===== src/rtl/alu_pkg.sv =====
// Shared definitions for the ALU stage: FunSel opcodes, FSM states, flag bit positions.
package alu_pkg;

    localparam logic [3:0] OP_PASSA = 4'b0000;
    localparam logic [3:0] OP_PASSB = 4'b0001;
    localparam logic [3:0] OP_NOTA  = 4'b0010;
    localparam logic [3:0] OP_NOTB  = 4'b0011;
    localparam logic [3:0] OP_ADD   = 4'b0100;
    localparam logic [3:0] OP_ADC   = 4'b0101;
    localparam logic [3:0] OP_SUB   = 4'b0110;
    localparam logic [3:0] OP_AND   = 4'b0111;
    localparam logic [3:0] OP_OR    = 4'b1000;
    localparam logic [3:0] OP_XOR   = 4'b1001;
    localparam logic [3:0] OP_LSL   = 4'b1010;
    localparam logic [3:0] OP_LSR   = 4'b1011;
    localparam logic [3:0] OP_MUL   = 4'b1100;
    localparam logic [3:0] OP_ASR   = 4'b1101;
    localparam logic [3:0] OP_CSL   = 4'b1110;
    localparam logic [3:0] OP_CSR   = 4'b1111;

    typedef enum logic [1:0] {
        ST_IDLE    = 2'd0,
        ST_MUL_RUN = 2'd1,
        ST_FINISH  = 2'd2
    } state_t;

    localparam int FLAG_Z = 3;
    localparam int FLAG_C = 2;
    localparam int FLAG_N = 1;
    localparam int FLAG_O = 0;

endpackage


===== src/rtl/alu_comb_core.sv =====
// Combinational result and next {Z,C,N,O} for every single-cycle op; zero latency, no flow control.
// C and O pass through from c_i/o_i for ops that leave them unchanged.
module alu_comb_core
    import alu_pkg::*;
#(
    parameter int WIDTH = 8
) (
    input  logic [WIDTH-1:0] a_i,
    input  logic [WIDTH-1:0] b_i,
    input  logic [3:0]       fun_sel_i,
    input  logic             c_i,
    input  logic             o_i,
    output logic [WIDTH-1:0] res_o,
    output logic [3:0]       flags_o
);

    logic [WIDTH:0] sum;
    logic           c_nxt;
    logic           o_nxt;

    always_comb begin
        sum   = '0;
        res_o = '0;
        c_nxt = c_i;
        o_nxt = o_i;
        case (fun_sel_i)
            OP_PASSA: res_o = a_i;
            OP_PASSB: res_o = b_i;
            OP_NOTA:  res_o = ~a_i;
            OP_NOTB:  res_o = ~b_i;
            OP_ADD, OP_ADC: begin
                sum   = {1'b0, a_i} + {1'b0, b_i}
                      + {{WIDTH{1'b0}}, (fun_sel_i == OP_ADC) & c_i};
                res_o = sum[WIDTH-1:0];
                c_nxt = sum[WIDTH];
                o_nxt = (a_i[WIDTH-1] == b_i[WIDTH-1]) && (res_o[WIDTH-1] != a_i[WIDTH-1]);
            end
            // Carry out of A + ~B + 1 is the inverted borrow.
            OP_SUB: begin
                sum   = {1'b0, a_i} + {1'b0, ~b_i} + {{WIDTH{1'b0}}, 1'b1};
                res_o = sum[WIDTH-1:0];
                c_nxt = sum[WIDTH];
                o_nxt = (a_i[WIDTH-1] != b_i[WIDTH-1]) && (res_o[WIDTH-1] != a_i[WIDTH-1]);
            end
            OP_AND:   res_o = a_i & b_i;
            OP_OR:    res_o = a_i | b_i;
            OP_XOR:   res_o = a_i ^ b_i;
            OP_LSL: begin
                res_o = {a_i[WIDTH-2:0], 1'b0};
                c_nxt = a_i[WIDTH-1];
                o_nxt = a_i[WIDTH-1] ^ a_i[WIDTH-2];
            end
            OP_LSR: begin
                res_o = {1'b0, a_i[WIDTH-1:1]};
                c_nxt = a_i[0];
            end
            OP_ASR: begin
                res_o = {a_i[WIDTH-1], a_i[WIDTH-1:1]};
                c_nxt = a_i[0];
            end
            OP_CSL: begin
                res_o = {a_i[WIDTH-2:0], c_i};
                c_nxt = a_i[WIDTH-1];
            end
            OP_CSR: begin
                res_o = {c_i, a_i[WIDTH-1:1]};
                c_nxt = a_i[0];
            end
            default: res_o = '0;
        endcase

        flags_o         = '0;
        flags_o[FLAG_Z] = (res_o == '0);
        flags_o[FLAG_C] = c_nxt;
        flags_o[FLAG_N] = res_o[WIDTH-1];
        flags_o[FLAG_O] = o_nxt;
    end

endmodule


===== src/rtl/alu_seq_unit.sv =====
// ALU stage with flag register: single-cycle ops complete at the Start edge, MUL takes 10 cycles.
// No queueing: Start is dropped while Busy or while the MUL result is being written.
module alu_seq_unit
    import alu_pkg::*;
#(
    parameter int WIDTH      = 8,
    parameter int MUL_CYCLES = WIDTH
) (
    input  logic             Clock,
    input  logic             Reset,
    input  logic [WIDTH-1:0] A,
    input  logic [WIDTH-1:0] B,
    input  logic [3:0]       FunSel,
    input  logic             Start,
    output logic [WIDTH-1:0] OutALU,
    output logic [WIDTH-1:0] OutHi,
    output logic [3:0]       Flags,
    output logic             Busy,
    output logic             Done
);

    localparam int             CW       = $clog2(MUL_CYCLES + 1);
    localparam logic [CW-1:0]  CNT_LAST = CW'(MUL_CYCLES - 1);

    state_t             state_q;
    logic [WIDTH-1:0]   mcand_q;
    logic [WIDTH-1:0]   mplier_q;
    logic [2*WIDTH-1:0] acc_q;
    logic [CW-1:0]      cnt_q;
    logic [WIDTH-1:0]   out_q;
    logic [WIDTH-1:0]   hi_q;
    logic [3:0]         flags_q;
    logic               busy_q;
    logic               done_q;

    logic [WIDTH-1:0]   core_res;
    logic [3:0]         core_flags;
    logic [2*WIDTH-1:0] partial_d;
    logic [3:0]         mul_flags_d;

    alu_comb_core #(.WIDTH(WIDTH)) u_core (
        .a_i       (A),
        .b_i       (B),
        .fun_sel_i (FunSel),
        .c_i       (flags_q[FLAG_C]),
        .o_i       (flags_q[FLAG_O]),
        .res_o     (core_res),
        .flags_o   (core_flags)
    );

    always_comb begin
        partial_d = mplier_q[0] ? ({{WIDTH{1'b0}}, mcand_q} << cnt_q) : '0;

        mul_flags_d         = '0;
        mul_flags_d[FLAG_Z] = (acc_q[WIDTH-1:0] == '0);
        mul_flags_d[FLAG_C] = |acc_q[2*WIDTH-1:WIDTH];
        mul_flags_d[FLAG_N] = 1'b0;
        mul_flags_d[FLAG_O] = |acc_q[2*WIDTH-1:WIDTH];
    end

    always_ff @(posedge Clock or negedge Reset) begin
        if (!Reset) begin
            state_q  <= ST_IDLE;
            mcand_q  <= '0;
            mplier_q <= '0;
            acc_q    <= '0;
            cnt_q    <= '0;
            out_q    <= '0;
            hi_q     <= '0;
            flags_q  <= '0;
            busy_q   <= 1'b0;
            done_q   <= 1'b0;
        end else begin
            done_q <= 1'b0;
            case (state_q)
                ST_IDLE: begin
                    if (Start) begin
                        if (FunSel == OP_MUL) begin
                            mcand_q  <= A;
                            mplier_q <= B;
                            acc_q    <= '0;
                            cnt_q    <= '0;
                            busy_q   <= 1'b1;
                            state_q  <= ST_MUL_RUN;
                        end else begin
                            out_q   <= core_res;
                            hi_q    <= '0;
                            flags_q <= core_flags;
                            done_q  <= 1'b1;
                        end
                    end
                end
                ST_MUL_RUN: begin
                    acc_q    <= acc_q + partial_d;
                    mplier_q <= mplier_q >> 1;
                    cnt_q    <= cnt_q + CW'(1);
                    if (cnt_q == CNT_LAST) begin
                        state_q <= ST_FINISH;
                    end
                end
                ST_FINISH: begin
                    out_q   <= acc_q[WIDTH-1:0];
                    hi_q    <= acc_q[2*WIDTH-1:WIDTH];
                    flags_q <= mul_flags_d;
                    done_q  <= 1'b1;
                    busy_q  <= 1'b0;
                    state_q <= ST_IDLE;
                end
                default: state_q <= ST_IDLE;
            endcase
        end
    end

    assign OutALU = out_q;
    assign OutHi  = hi_q;
    assign Flags  = flags_q;
    assign Busy   = busy_q;
    assign Done   = done_q;

endmodule


===== config.mk =====
export PLATFORM = sky130hd
export DESIGN_NAME = alu_seq_unit
export DESIGN_NICKNAME = d
export VERILOG_FILES = /design/src/rtl/alu_pkg.sv /design/src/rtl/alu_comb_core.sv /design/src/rtl/alu_seq_unit.sv
export SDC_FILE = /design/constraint.sdc
export NUM_CORES = 1
export LEC_CHECK = 0
export BUFFER_PORTS_ARGS = -buffer_cell sky130_fd_sc_hd__buf_2
export CAP_MARGIN = 20
export CORE_MARGIN = 2
export CORE_UTILIZATION = 50
export CTS_BUF_LIST = sky130_fd_sc_hd__clkbuf_4 sky130_fd_sc_hd__clkbuf_8
export CTS_CLUSTER_DIAMETER = 30
export DETAILED_ROUTE_END_ITERATION = 8
export GPL_TIMING_DRIVEN = 0
export PLACE_DENSITY_LB_ADDON = 0.25
export RECOVER_POWER = 25
export SLEW_MARGIN = 20
export SYNTH_ARGS = -nofsm -noshare
export SYNTH_HDL_FRONTEND = slang
export SYNTH_SLANG_ARGS = --single-unit
export TNS_END_PERCENT = 10

===== constraint.sdc =====
create_clock -name Clock -period 3.75 [get_ports Clock]
set_input_delay 0.5625 -clock Clock [delete_from_list [all_inputs] [get_ports Clock]]
set_output_delay 0.5625 -clock Clock [all_outputs]
set_load 0.03 [all_outputs]

### After elaboration in Yosys (flattened, before gate mapping)

Index checks and enable logic that the tools add are counted.
W data, S select, Z words.

| storage, ports and cells | value |
|---|---|
| bits of input ports | 23 |
| flip-flop bits (word level) | 60 |
| logic and storage cells | 105 |

| operators by class | value |
|---|---|
| $add $sub $neg | 6 |
| eq/ne operators | 28 |
| shift operators | 1 |
| reduce and logical (&&, ||, !) cells | 19 |
| muxes and demuxes | 32 |
| bitwise gates (word level) | 7 |

Operator list:

| operator | number |
|---|---|
| $pmux W8 S14 | 1 |
| $mux W16 | 3 |
| $mux W8 | 6 |
| $pmux W8 S2 | 3 |
| $eq A4 B4 Y1 const B | 8 |
| $pmux W16 S2 | 1 |
| $eq A4 B3 Y1 const B | 5 |
| $add A8 B8 Y9 | 2 |
| $add A16 B16 Y16 | 1 |
| $logic_not A8 Y1 | 2 |
| $mux W4 | 4 |
| $not A8 Y8 | 2 |
| $pmux W4 S2 | 2 |
| $shl A8 B4 Y16 | 1 |
| $reduce_and A3 Y1 | 5 |
| $add A9 B1 Y9 | 1 |
| $add A9 B1 Y9 const B | 1 |
| $and A8 B8 Y8 | 1 |
| $eq A4 B2 Y1 const B | 2 |
| $ne A2 B2 Y1 const B | 4 |
| $or A8 B8 Y8 | 1 |
| $reduce_and A4 Y1 | 2 |
| $reduce_or A8 Y1 | 1 |
| $xor A8 B8 Y8 | 1 |
| 22 further kinds | 33 |

### Logic depth before layout (Yosys ltp)

Gate-level depths: netlist of run 1.

| logic depth | value |
|---|---|
| depth in word-level cells | 9 |
| gate-level depth with buffers | 15 |
| depth with buffers taken out | 14 |

### By module

A second synthesis of run 1 with hierarchy kept.

| second synthesis, totals | value |
|---|---|
| cells, all modules | 645 |
| area, all modules | 5444.0 sq um |

By module, submodules not included:

| module | seq. area each (sq um) | cells an instance | area each (sq um) | times used |
|---|---|---|---|---|
| alu_seq_unit | 1501.4 | 381 | 3613.5 | 1 |
| alu_comb_core | 0.0 | 264 | 1830.5 | 1 |

### Worst setup path before layout of run 1

No wires, ideal clock.

| timing path | value |
|---|---|
| path kind | input port to flip-flop |
| from | input FunSel[0] |
| to | register flags_q[3] (netlist: Flags[3]) |
| slack | 0.428 ns |
| setup time | 0.066 ns |
| data arrival time | 3.256 ns |
| cell stages on the path | 13 |
| buffers on the path | 2 |
| required time | 3.684 ns |
| cells stage by stage | buf_2 -> buf_4 -> nor2b_1 -> nand3_1 -> fa_1 -> fa_1 -> inv_1 -> a31o_1 -> a31o_1 -> mux2i_1 -> or4_1 -> nor4_1 -> a31o_1 |

| between the ends | value |
|---|---|
| longest elaborated chain between the ends | 8 |
| elaborated cells on any way between the ends | 26 |
| classes of those cells | add/sub: 1; eq/ne: 16; mux: 4; bitwise: 1; reduce/logical: 4 |

RTL lines:

| element | RTL line | source |
|---|---|---|
| start: declaration | alu_seq_unit.sv:13 | `input logic [3:0] FunSel,` |
| $eq A4 B3 Y1 | alu_comb_core.sv:26, alu_comb_core.sv:33 |  |
| $and A1 B1 Y1 | alu_comb_core.sv:33 | `+ {{WIDTH{1'b0}}, (fun_sel_i == OP_ADC) & c_i};` |
| $add A9 B1 Y9 | alu_comb_core.sv:33 |  |
| $pmux W8 S14 | alu_comb_core.sv:26 | `case (fun_sel_i)` |
| $logic_not A8 Y1 | alu_comb_core.sv:73 | `flags_o[FLAG_Z] = (res_o == '0);` |
| $mux W4 | alu_seq_unit.sv:78 | `if (FunSel == OP_MUL) begin` |
| $mux W4 | alu_seq_unit.sv:77 | `if (Start) begin` |
| $pmux W4 S2 | alu_seq_unit.sv:75 | `case (state_q)` |
| end signal: assignment | alu_seq_unit.sv:88 | `flags_q <= core_flags;` |
| end signal: assignment | alu_seq_unit.sv:104 | `flags_q <= mul_flags_d;` |
| end: declaration | alu_seq_unit.sv:32 | `logic [3:0] flags_q;` |

Several ways; a longest one is shown, not always the timed one. The select of a mux whose other input is x is not followed.
A chain may end at the register's enable or synchronous reset.

### Worst setup path in the final report of run 1

| timing path | value |
|---|---|
| from | input FunSel[1] |
| to | register flags_q[3] (netlist: Flags[3]) |

The elaborated chain is that of the path after synthesis.

==> results of run 1 <==
[layer usage]
metal	track usage, %	vias to the layer above	part of all wire (%)
met3	6.201	38	8.4
met2	44.85	251	44
met5	0	-	0
li1	-	2477	-
met4	12.80	0	3.0
met1	43.24	2487	45
[worst paths after layout]
path / startpoint / to / slack [ns] / cells after the start
max in group asynchronous: Reset / mplier_q[0] / 2.28 / 1
min in group asynchronous: Reset / OutALU[2] / 0.56 / 1
worst min register to register: Busy / Busy / 0.50 / 2
worst max register to register: cnt_q[0] / acc_q[13] / 0.26 / 12
worst min-delay path: Busy / Busy / 0.50 / 2
worst max-delay path: FunSel[1] / Flags[3] / 0.15 / 14
[cells in the mapped netlist, types with 7 or more instances]
| cell | instances | area share (%) |
|---|---|---|
| a21o_1 | 10 | 1.4 |
| a21oi_1 | 33 | 3.1 |
| a22o_1 | 15 | 2.5 |
| a31oi_1 | 16 | 1.9 |
| buf_2 | 14 | 1.3 |
| clkbuf_1 | 27 | 1.9 |
| dfrtp_1 | 60 | 28 |
| ha_1 | 40 | 9.4 |
| inv_1 | 34 | 2.4 |
| mux2i_1 | 15 | 2.8 |
| nand2_1 | 79 | 5.6 |
| nand2b_1 | 11 | 1.3 |
| nand3_1 | 14 | 1.3 |
| nor2_1 | 43 | 3.0 |
| nor2b_1 | 14 | 1.6 |
| nor3_1 | 17 | 1.6 |
| o21ai_0 | 46 | 4.3 |
| o22ai_1 | 11 | 1.3 |
| o31ai_1 | 7 | 0.99 |
| xnor2_1 | 16 | 2.6 |
| xor2_1 | 7 | 1.2 |
[cells by family (layout without fill, tap and decap cells)]
logic type / count (synthesis) / in the layout
AND/OR/NAND/NOR: 225 / 225
XOR/XNOR: 23 / 23
adder cells (fa/ha/maj): 44 / 44
multiplexers: 22 / 22
buffers and inverters: 82 / 140
flip-flops: 60 / 60
AO/OA/AOI/OAI: 196 / 196
[where the power goes]
group | total, mW | internal, mW | switching, mW
registers | 1.11 | 0.885 | 0.225
clock network | 0.601 | 0.314 | 0.287
logic | 2.04 | 0.788 | 1.25
[layout make-up]
type | count | share of cell area [%]
buffer | 47 | 3.797
clock buffer | 10 | 2.227
multi-input combinational | 510 | 58.76
clock inverter | 6 | 1.082
timing repair buffer | 42 | 3.564
tap | 136 | 2.885
sequential | 60 | 25.46
inverter | 35 | 2.227
[state kept, by name, indices dropped and copies added (netlist names), 2 cells and up]
signal    flops
Flags         4
mplier_q      8
mcand_q       8
OutALU        8
OutHi         8
state_q       2
cnt_q         4
acc_q        16
[critical path, delay by kind of cell]
kind / cells / cell delay, ns
muxes: 1 / 0.10
adders and majority gates: 2 / 0.92
AOI/OAI and AO/OA: 3 / 0.62
and+or+nand+nor: 4 / 1.09
buffers and inverters: 4 / 0.59
[metrics by stage]
step | hold slack (ns) | instance area (um2)
final | 0.4957 | 5898
after global routing | 0.5273 | 5898
after CTS | 0.2779 | 5898
after detailed placement | 0.4784 | 5703
after global placement | 0.4608 | 5700
after floorplan | 0.2669 | 5320
[timing repair]
action | 4_1_cts | 5_1_grt
setup endpoints to repair | 0 | 4
hold buffers | 0 | 0
resized for setup | 0 | 2
==> flow_summary.toml, run 1 <==
[global_route]
grt_max_degree = 61
grt_pass1_vias = 5055
antenna_found_initial = 0
grtUsageTotal_pct = 30.44
grt_pass1_wl_um = 26760
gr-total-overflow = 0

[critical_path]
slowest_delay_ns = 0.47
crit_slowest_cell = "fa_1"
crit_path_max_fanout = 10
crit_path_end_kind = "flop"
path_cells = "buf_2 -> buf_2 -> buf_2 -> nor2b_2 -> nand3_1 -> fa_1 -> fa_1 -> inv_1 -> a31o_1 -> a31o_1 -> mux2i_1 -> or4_1 -> nor4_1 -> a31o_1"
critPathRequiredTime_ns = 4.04
worstSetupPathType = "in2reg"
critPathLaunchType = "input port"
cp.arrival_ns = 3.89

[power]
ir_drop_mv = 0.2911
leakage_nw = 2.728
power_mw = 3.748
power_density_nw_per_um2 = 635.4

[sta]
finalMaxSlewViolations = 60
min_period_ns = 3.601
fin_skew_ns = 0.01308
hold_viol = 0
setup_viol = 0
max_slew_margin_pct = -0.1076
period_share_pct = 96.03
fmax_mhz = 277.7
worstMarginPinSlew_ns = 1.502
rsz0062_at_grt = "yes"
setup_ws_ns = 0.1489
setup_tns_ns = 0

[yosys]
syn-num-nets = 719
synth_compound_area_share_pct = 24.95
synth-xor-area-share_pct = 3.786
synth_edf_count = 0
syn-cell-area_um2 = 5320
ys_ff_latch = 60
synth_top_family_by_area = "compound AO/OA/AOI/OAI gates"
synthAdderAreaFrac_pct = 10.91
netlist_instances = 652
synthMuxAreaShare_pct = 4.516
ys_warn_count = 0
synthArstFlopShare_pct = 100.0
ys_seq_area_share_pct = 28.22
synthDistinctLibCells = 70
synthSimpleGateAreaFrac_pct = 20.93
synth_ff_type = "dfrtp_1"
syn_area_per_cell_um2 = 8.160

[die]
die_x_um = 107.2
die_h_um = 107.2
die_area_um2 = 11480
ios = 45
core.rowCount = 37
core-area_um2 = 10320
start_util_pct = 51.53

[clock_network]
ctsHtreeMaxLevel = 3
cts_setup_buffers = 0
clk_pin_slew_ns = 0.08
clock_latency_ns = 0.36
clk_path_buf_depth = 2
tritoncts = "built"
clock_sink_count = 60
numCtsBuffers = 9
clockRootBuffer = "clkbuf_8"

[detailed_routing]
drc_errors = 0
wl_per_cell_um = 19.73
wirelength_um = 16690
viasPerCell = 6.209
initialDrtViolationCount = 474
vias = 5253
first_pass_iters = 6
ant_nets = 0

[placed_design]
post-place-cells = 830
dp_hpwl_um = 12830
io_buffers = 42
dp_slack_ns = -0.2164
gp_congestion = 0.9794

[status]
violations = "max-capacitance violations, max-slew violations"
status = "finished, violations left"

[finish]
fin_nets = 772
diodes = 0
utilization_pct = 57.13
drive_above_1_share_pct = 13.38
area_growth_pct = 10.87
nFillCells = 978
layout_commonest_cell = "nand2_1"
seq_area_um2 = 1501
multiInputGateArea_um2 = 3466
final_cell_count_no_fill = 846
final_cell_mix = "79 x nand2_1, 60 x dfrtp_1, 55 x buf_2"

[run]
maxCapViolCount = 1

[hold_path]
hold_path_class = "reg2reg"
No activity file was read; power rests on OpenSTA's default activity.
==> run 2: changes to the inputs <==
Settings changed: CORE_ASPECT_RATIO from default to 1.5.
==> run 2 against run 1 <==
The run ends with max-capacitance violations left. Setup slack better by 0.061 ns. Cell area up 0.38%. Die area up 0.15%. Hold slack worse by 0.0087 ns. Register-to-register slack worse by 0.05 ns. Via count up 2.1%. Highest routed layer unchanged. Clock skew down 0.0050 ns. Clock power up 1%.
==> flow_summary.toml, run 2 (synthesized netlist as in run 1, its figures left out) <==
[clock_network]
tritoncts = "built"
hold_buffers = 0
clockRootBuffer = "clkbuf_8"
clk_pin_slew_ns = 0.08
clock_latency_ns = 0.36
numCtsBuffers = 9
postCtsResizedCells = 0
cts_setup_buffers = 0
clock_sink_count = 60
clk_path_buf_depth = 2
ctsHtreeMaxLevel = 3

[global_route]
grtUsageTotal_pct = 32.31
antenna_found_initial = 0
grt_pass1_vias = 5346
grt_max_degree = 61
grt_pass1_wl_um = 27940
gr-total-overflow = 0

[die]
core-area_um2 = 10480
die_x_um = 88.22
ios = 45
die_h_um = 130.3
die_area_um2 = 11500
start_util_pct = 50.79
core.rowCount = 46

[sta]
rsz0062_at_grt = "no"
worstMarginPinSlew_ns = 1.499
hold_viol = 0
setup_viol = 0
setup_tns_ns = 0
max_slew_margin_pct = 0.09413
fmax_mhz = 282.5
finalMaxSlewViolations = 0
fin_skew_ns = 0.008064
min_period_ns = 3.540
period_share_pct = 94.40
setup_ws_ns = 0.2100

[status]
violations = "max-capacitance violations"
status = "finished, violations left"

[finish]
area_growth_pct = 11.29
registers.top_by_ff_count = "acc_q"
final_cell_mix = "79 x nand2_1, 60 x dfrtp_1, 55 x buf_2"
fin_nets = 772
largest_reg_flops = 16
drive_above_1_share_pct = 13.80
diodes = 0
layout_commonest_cell = "nand2_1"
nFillCells = 1041

[detailed_routing]
vias = 5364
viasPerCell = 6.281
ant_nets = 0
wl_per_cell_um = 20.83
first_pass_iters = 5
drc_errors = 0
wirelength_um = 17790
initialDrtViolationCount = 346

[critical_path]
critPathLaunchType = "flop"
crit_path_max_fanout = 10
cp.arrival_ns = 3.77
crit_path_end_kind = "flop"
worstSetupPathType = "reg2reg"
critPathRequiredTime_ns = 3.98

[run]
maxCapViolCount = 1

[power]
ir_drop_mv = 0.2048
power_density_nw_per_um2 = 639.3
leakage_nw = 2.735

[placed_design]
gp_congestion = 1.019
io_buffers = 42
dp_slack_ns = -0.2301
dp_hpwl_um = 14120

[hold_path]
hold_path_class = "reg2reg"
run 2: cell types whose count changed in the layout (fill, tap and decap cells not counted):
cell | before | now
clkinv_4 | 0 | 1
fa_2 | 0 | 1
clkbuf_4 | 1 | 0
fa_1 | 4 | 3
inv_6 | 1 | 2
clkbuf_2 | 1 | 2
clkinvlp_4 | 2 | 1
buf_1 | 1 | 0
nor4_2 | 0 | 1
nor4_1 | 6 | 5
run 2: path summary, 6_finish.rpt:
path / from / end / slack (ns) / depth (start not counted)
hold reg to reg: Flags[1] / Flags[1] / 0.49 / 2
setup reg to reg: cnt_q[1] / acc_q[10] / 0.21 / 13
hold / removal: Flags[1] / Flags[1] / 0.49 / 2
min in group asynchronous: Reset / OutHi[7] / 0.55 / 1
max in group asynchronous: Reset / mcand_q[1] / 2.29 / 1
setup / recovery: cnt_q[1] / acc_q[10] / 0.21 / 13
run 2: through the flow:
stage	instance area, um2	total power, mW	utilization [%]	std cells	hold WS, ns
after floorplan	5320	2.565	-	652	0.2669
after global placement	5710	3.088	54.52	838	0.4617
after detailed placement	5713	3.153	54.54	838	0.4672
after CTS	5911	3.765	56.43	854	0.2909
after global routing	5921	4.047	56.52	854	0.4964
final	5921	3.785	56.52	854	0.4870
run 2: worst max-delay path, cell delays in order (launching register included):
cell and delay, ns:
dfrtp_1 0.36, clkbuf_1 0.27, clkbuf_2 0.28, nand3b_1 0.23, nor3_1 0.12, ha_1 0.26
fa_1 0.41, a21oi_1 0.18, o21ai_0 0.18, a32o_1 0.33, or3_1 0.32, a31oi_1 0.21
xor2_1 0.16, o21ai_0 0.09
run 2: cell type report:
| cell class | count | area, um2 | area share [%] |
|---|---|---|---|
| multi-input combinational | 510 | 3475 | 58.69 |
| buffer | 47 | 225.2 | 3.804 |
| clock inverter | 7 | 73.82 | 1.247 |
| timing repair buffer | 42 | 210.2 | 3.550 |
| inverter | 35 | 131.4 | 2.219 |
| tap | 144 | 180.2 | 3.043 |
| clock buffer | 9 | 123.9 | 2.092 |
| sequential | 60 | 1501 | 25.36 |
run 2: power by group:
group	switching [mW]	total [mW]	internal, mW
registers	0.246	1.13	0.885
clock network	0.299	0.609	0.310
logic	1.25	2.05	0.791
run 2: metal layers:
metal / global-route usage (%) / part of all wire (%)
met1: 32.67 / 35
met2: 59.53 / 52
met3: 5.756 / 6.0
met4: 20.41 / 6.9
met5: 0 / 0
==> run 3: changes to the inputs <==
Settings changed: SKIP_LAST_GASP from default to 1, SYNTH_HIERARCHICAL from default to 1.
==> run 3 against run 2 <==
The run ends with max-capacitance violations, max-slew violations left. Cell count fell by 0.35%. Register-to-register slack lost 0.19 ns. Die area increased by 2.2%. Global-route usage down 1.4 points. Synthesized cell count fell by 1.1%. Critical path depth is 2 higher. First-iteration DRC count is 0.58% lower.
==> flow_summary.toml, run 3 <==
[die]
core.rowCount = 46
die_x_um = 89.20
core-area_um2 = 10590
die_h_um = 131.8
die_area_um2 = 11760
start_util_pct = 51.41
ios = 45

[sta]
worstMarginPinSlew_ns = 1.520
period_share_pct = 99.40
finalMaxSlewViolations = 61
fmax_mhz = 268.3
setup_viol = 0
min_period_ns = 3.727
max_slew_margin_pct = -1.354
fin_skew_ns = 0.005828
setup_ws_ns = 0.02266
hold_viol = 0
rsz0062_at_grt = "yes"

[clock_network]
tritoncts = "built"
postCtsResizedCells = 0
clock_sink_count = 60
clockRootBuffer = "clkbuf_8"
ctsHtreeMaxLevel = 3
clk_pin_slew_ns = 0.07
clk_path_buf_depth = 2
clock_latency_ns = 0.34
numCtsBuffers = 9

[yosys]
synth_area_leaders = "dfrtp_1 28%, ha_1 9.2%, nand2_1 5.0%"
syn_area_per_cell_um2 = 8.440
netlist_instances = 645
synth_largest_area_cell = "dfrtp_1"
ys_seq_area_share_pct = 27.58
synth_top_family_by_area = "compound AO/OA/AOI/OAI gates"
synth_ff_type = "dfrtp_1"
synth-xor-area-share_pct = 2.735
synthDistinctLibCells = 75
synth_edf_count = 0
synthSimpleGateAreaFrac_pct = 18.29
ys_warn_count = 6
synthMuxAreaShare_pct = 7.516
syn-cell-area_um2 = 5444
synthArstFlopShare_pct = 100.0
synth.most_common_cell = "nand2_1"
ys_ff_latch = 60
yosysTopAreaCellShare_pct = 27.58
synth_compound_area_share_pct = 26.32
syn-num-nets = 712
synth_common_cells = "73 x nand2_1, 60 x dfrtp_1, 41 x a21oi_1"
synthAdderAreaFrac_pct = 10.66

[run]
maxCapViolCount = 1

[detailed_routing]
first_pass_iters = 7
drc_errors = 0
initialDrtViolationCount = 344
ant_nets = 0
vias = 5315
wl_per_cell_um = 21.01
wirelength_um = 17880
viasPerCell = 6.246

[finish]
registers.top_by_ff_count = "acc_q"
diodes = 0
area_growth_pct = 11.24
largest_reg_flops = 16
utilization_pct = 57.18
nFillCells = 1011
layout_commonest_cell = "nand2_1"
drive_above_1_share_pct = 15.42
fin_nets = 769
final_cell_mix = "73 x nand2_1, 60 x dfrtp_1, 55 x buf_2"

[placed_design]
io_buffers = 44
dp_slack_ns = -0.3276
gp_congestion = 0.9828
dp_hpwl_um = 13860

[power]
p_switching_mw = 1.659
seqPwrFrac_pct = 30.9
leakage_nw = 2.797
power_density_nw_per_um2 = 600.6
power.share.clock_pct = 16.1
combPwrFrac_pct = 53.0
p_int_mw = 1.978
swShare_pct = 45.61
ir_drop_mv = 0.3382

[critical_path]
worstSetupPathType = "reg2reg"
crit_path_end_kind = "flop"
crit_slowest_cell = "clkbuf_1"
path_cells = "buf_6 -> clkbuf_1 -> nor2b_1 -> a211oi_1 -> a21oi_1 -> mux2_2 -> a22oi_1 -> nor2b_1 -> ha_1 -> a21oi_1 -> a21oi_1 -> a21oi_1 -> a21oi_1 -> o211a_1 -> a211o_1"
worst-path-buf-inv = 2
critPathRequiredTime_ns = 3.98
cp.arrival_ns = 3.95
critPathLaunchType = "flop"
path_common_cell = "a21oi_1"
slowest_delay_ns = 0.41
cpLargestDelayFamily = "compound AO/OA/AOI/OAI gates"
crit_path_max_fanout = 10

[status]
status = "finished, violations left"
violations = "max-capacitance violations, max-slew violations"

[global_route]
antenna_found_initial = 0
grt_max_degree = 61
grt_pass1_wl_um = 27870
grtUsageTotal_pct = 30.92
grt_pass1_vias = 5331
gr-total-overflow = 0

[hold_path]
hold_path_class = "reg2reg"
==> run 3: what timing repair did <==
| action | in CTS | in global routing |
|---|---|---|
| setup endpoints to repair | 0 | 6 |
| hold buffers | 0 | 0 |
| buffers inserted | 0 | 2 |
==> run 3: cells by family (layout without fill, tap and decap cells) <==
family / count (synthesis) / in the layout
adders and majority gates: 44 / 44
buffers and inverters: 81 / 143
DFF: 60 / 60
and+or+nand+nor: 198 / 198
xor gates and xnor gates: 17 / 17
AOI/OAI and AO/OA: 210 / 210
muxes: 35 / 35
==> run 3: layout make-up <==
type | count | area (um2) | area share, %
buffer | 42 | 229.0 | 3.781
clock buffer | 12 | 146.4 | 2.417
clock inverter | 4 | 50.05 | 0.8264
timing repair buffer | 46 | 235.2 | 3.884
tap | 144 | 180.2 | 2.975
sequential | 60 | 1501 | 24.79
multi-input combinational | 504 | 3567 | 58.90
inverter | 39 | 146.4 | 2.417
==> run 3: tightest hold or removal path: cells and delay by family (launching register included) <==
family / cells / cell delay (ns)
DFF: 1 / 0.35
AOI/OAI and AO/OA: 1 / 0.07
buffers and inverters: 1 / 0.05
==> run 3: metal layers <==
metal / vias to the layer above / part of all wire (%) / GRT usage, %
met5: - / 0 / 0
met4: 0 / 7.6 / 21.31
met3: 74 / 4.3 / 4.446
met2: 216 / 51 / 53.29
met1: 2542 / 37 / 33.44
li1: 2483 / - / -
==> run 3: power by group through the flow <==
| stage | sequential, mW | combinational (mW) | clock [mW] |
|---|---|---|---|
| 2_1_floorplan | 1.20 | 1.30 | 0 |
| 3_3_place_gp | 1.13 | 1.87 | 0 |
| 3_5_place_dp | 1.14 | 1.90 | 0 |
| 4_1_cts | 1.12 | 1.91 | 0.598 |
| 5_1_grt | 1.16 | 2.11 | 0.622 |
| 6_report | 1.12 | 1.93 | 0.584 |
==> run 3: through the flow <==
step | hold slack [ns] | area (um2) | setup TNS, ns | total power [mW] | instances
5_1_grt | 0.5337 | 6056 | -0.8039 | 3.894 | 851
2_1_floorplan | 0.2669 | 5444 | 0 | 2.500 | 645
3_3_place_gp | 0.4733 | 5844 | -0.3696 | 2.995 | 833
3_5_place_dp | 0.4805 | 5847 | -0.3276 | 3.038 | 833
6_report | 0.5008 | 6056 | 0 | 3.637 | 851
4_1_cts | 0.3151 | 6043 | 0 | 3.637 | 849
==> run 3: path summary, 6_finish.rpt <==
kind	end	from	slack (ns)	depth (start not counted)
worst max-delay path	acc_q[15]	cnt_q[0]	0.02	15
worst min-delay path	mplier_q[2]	mplier_q[2]	0.50	2
worst max register to register	acc_q[15]	cnt_q[0]	0.02	15
worst min register to register	mplier_q[2]	mplier_q[2]	0.50	2
max in group asynchronous	Busy	Reset	2.25	1
min in group asynchronous	cnt_q[1]	Reset	0.58	1
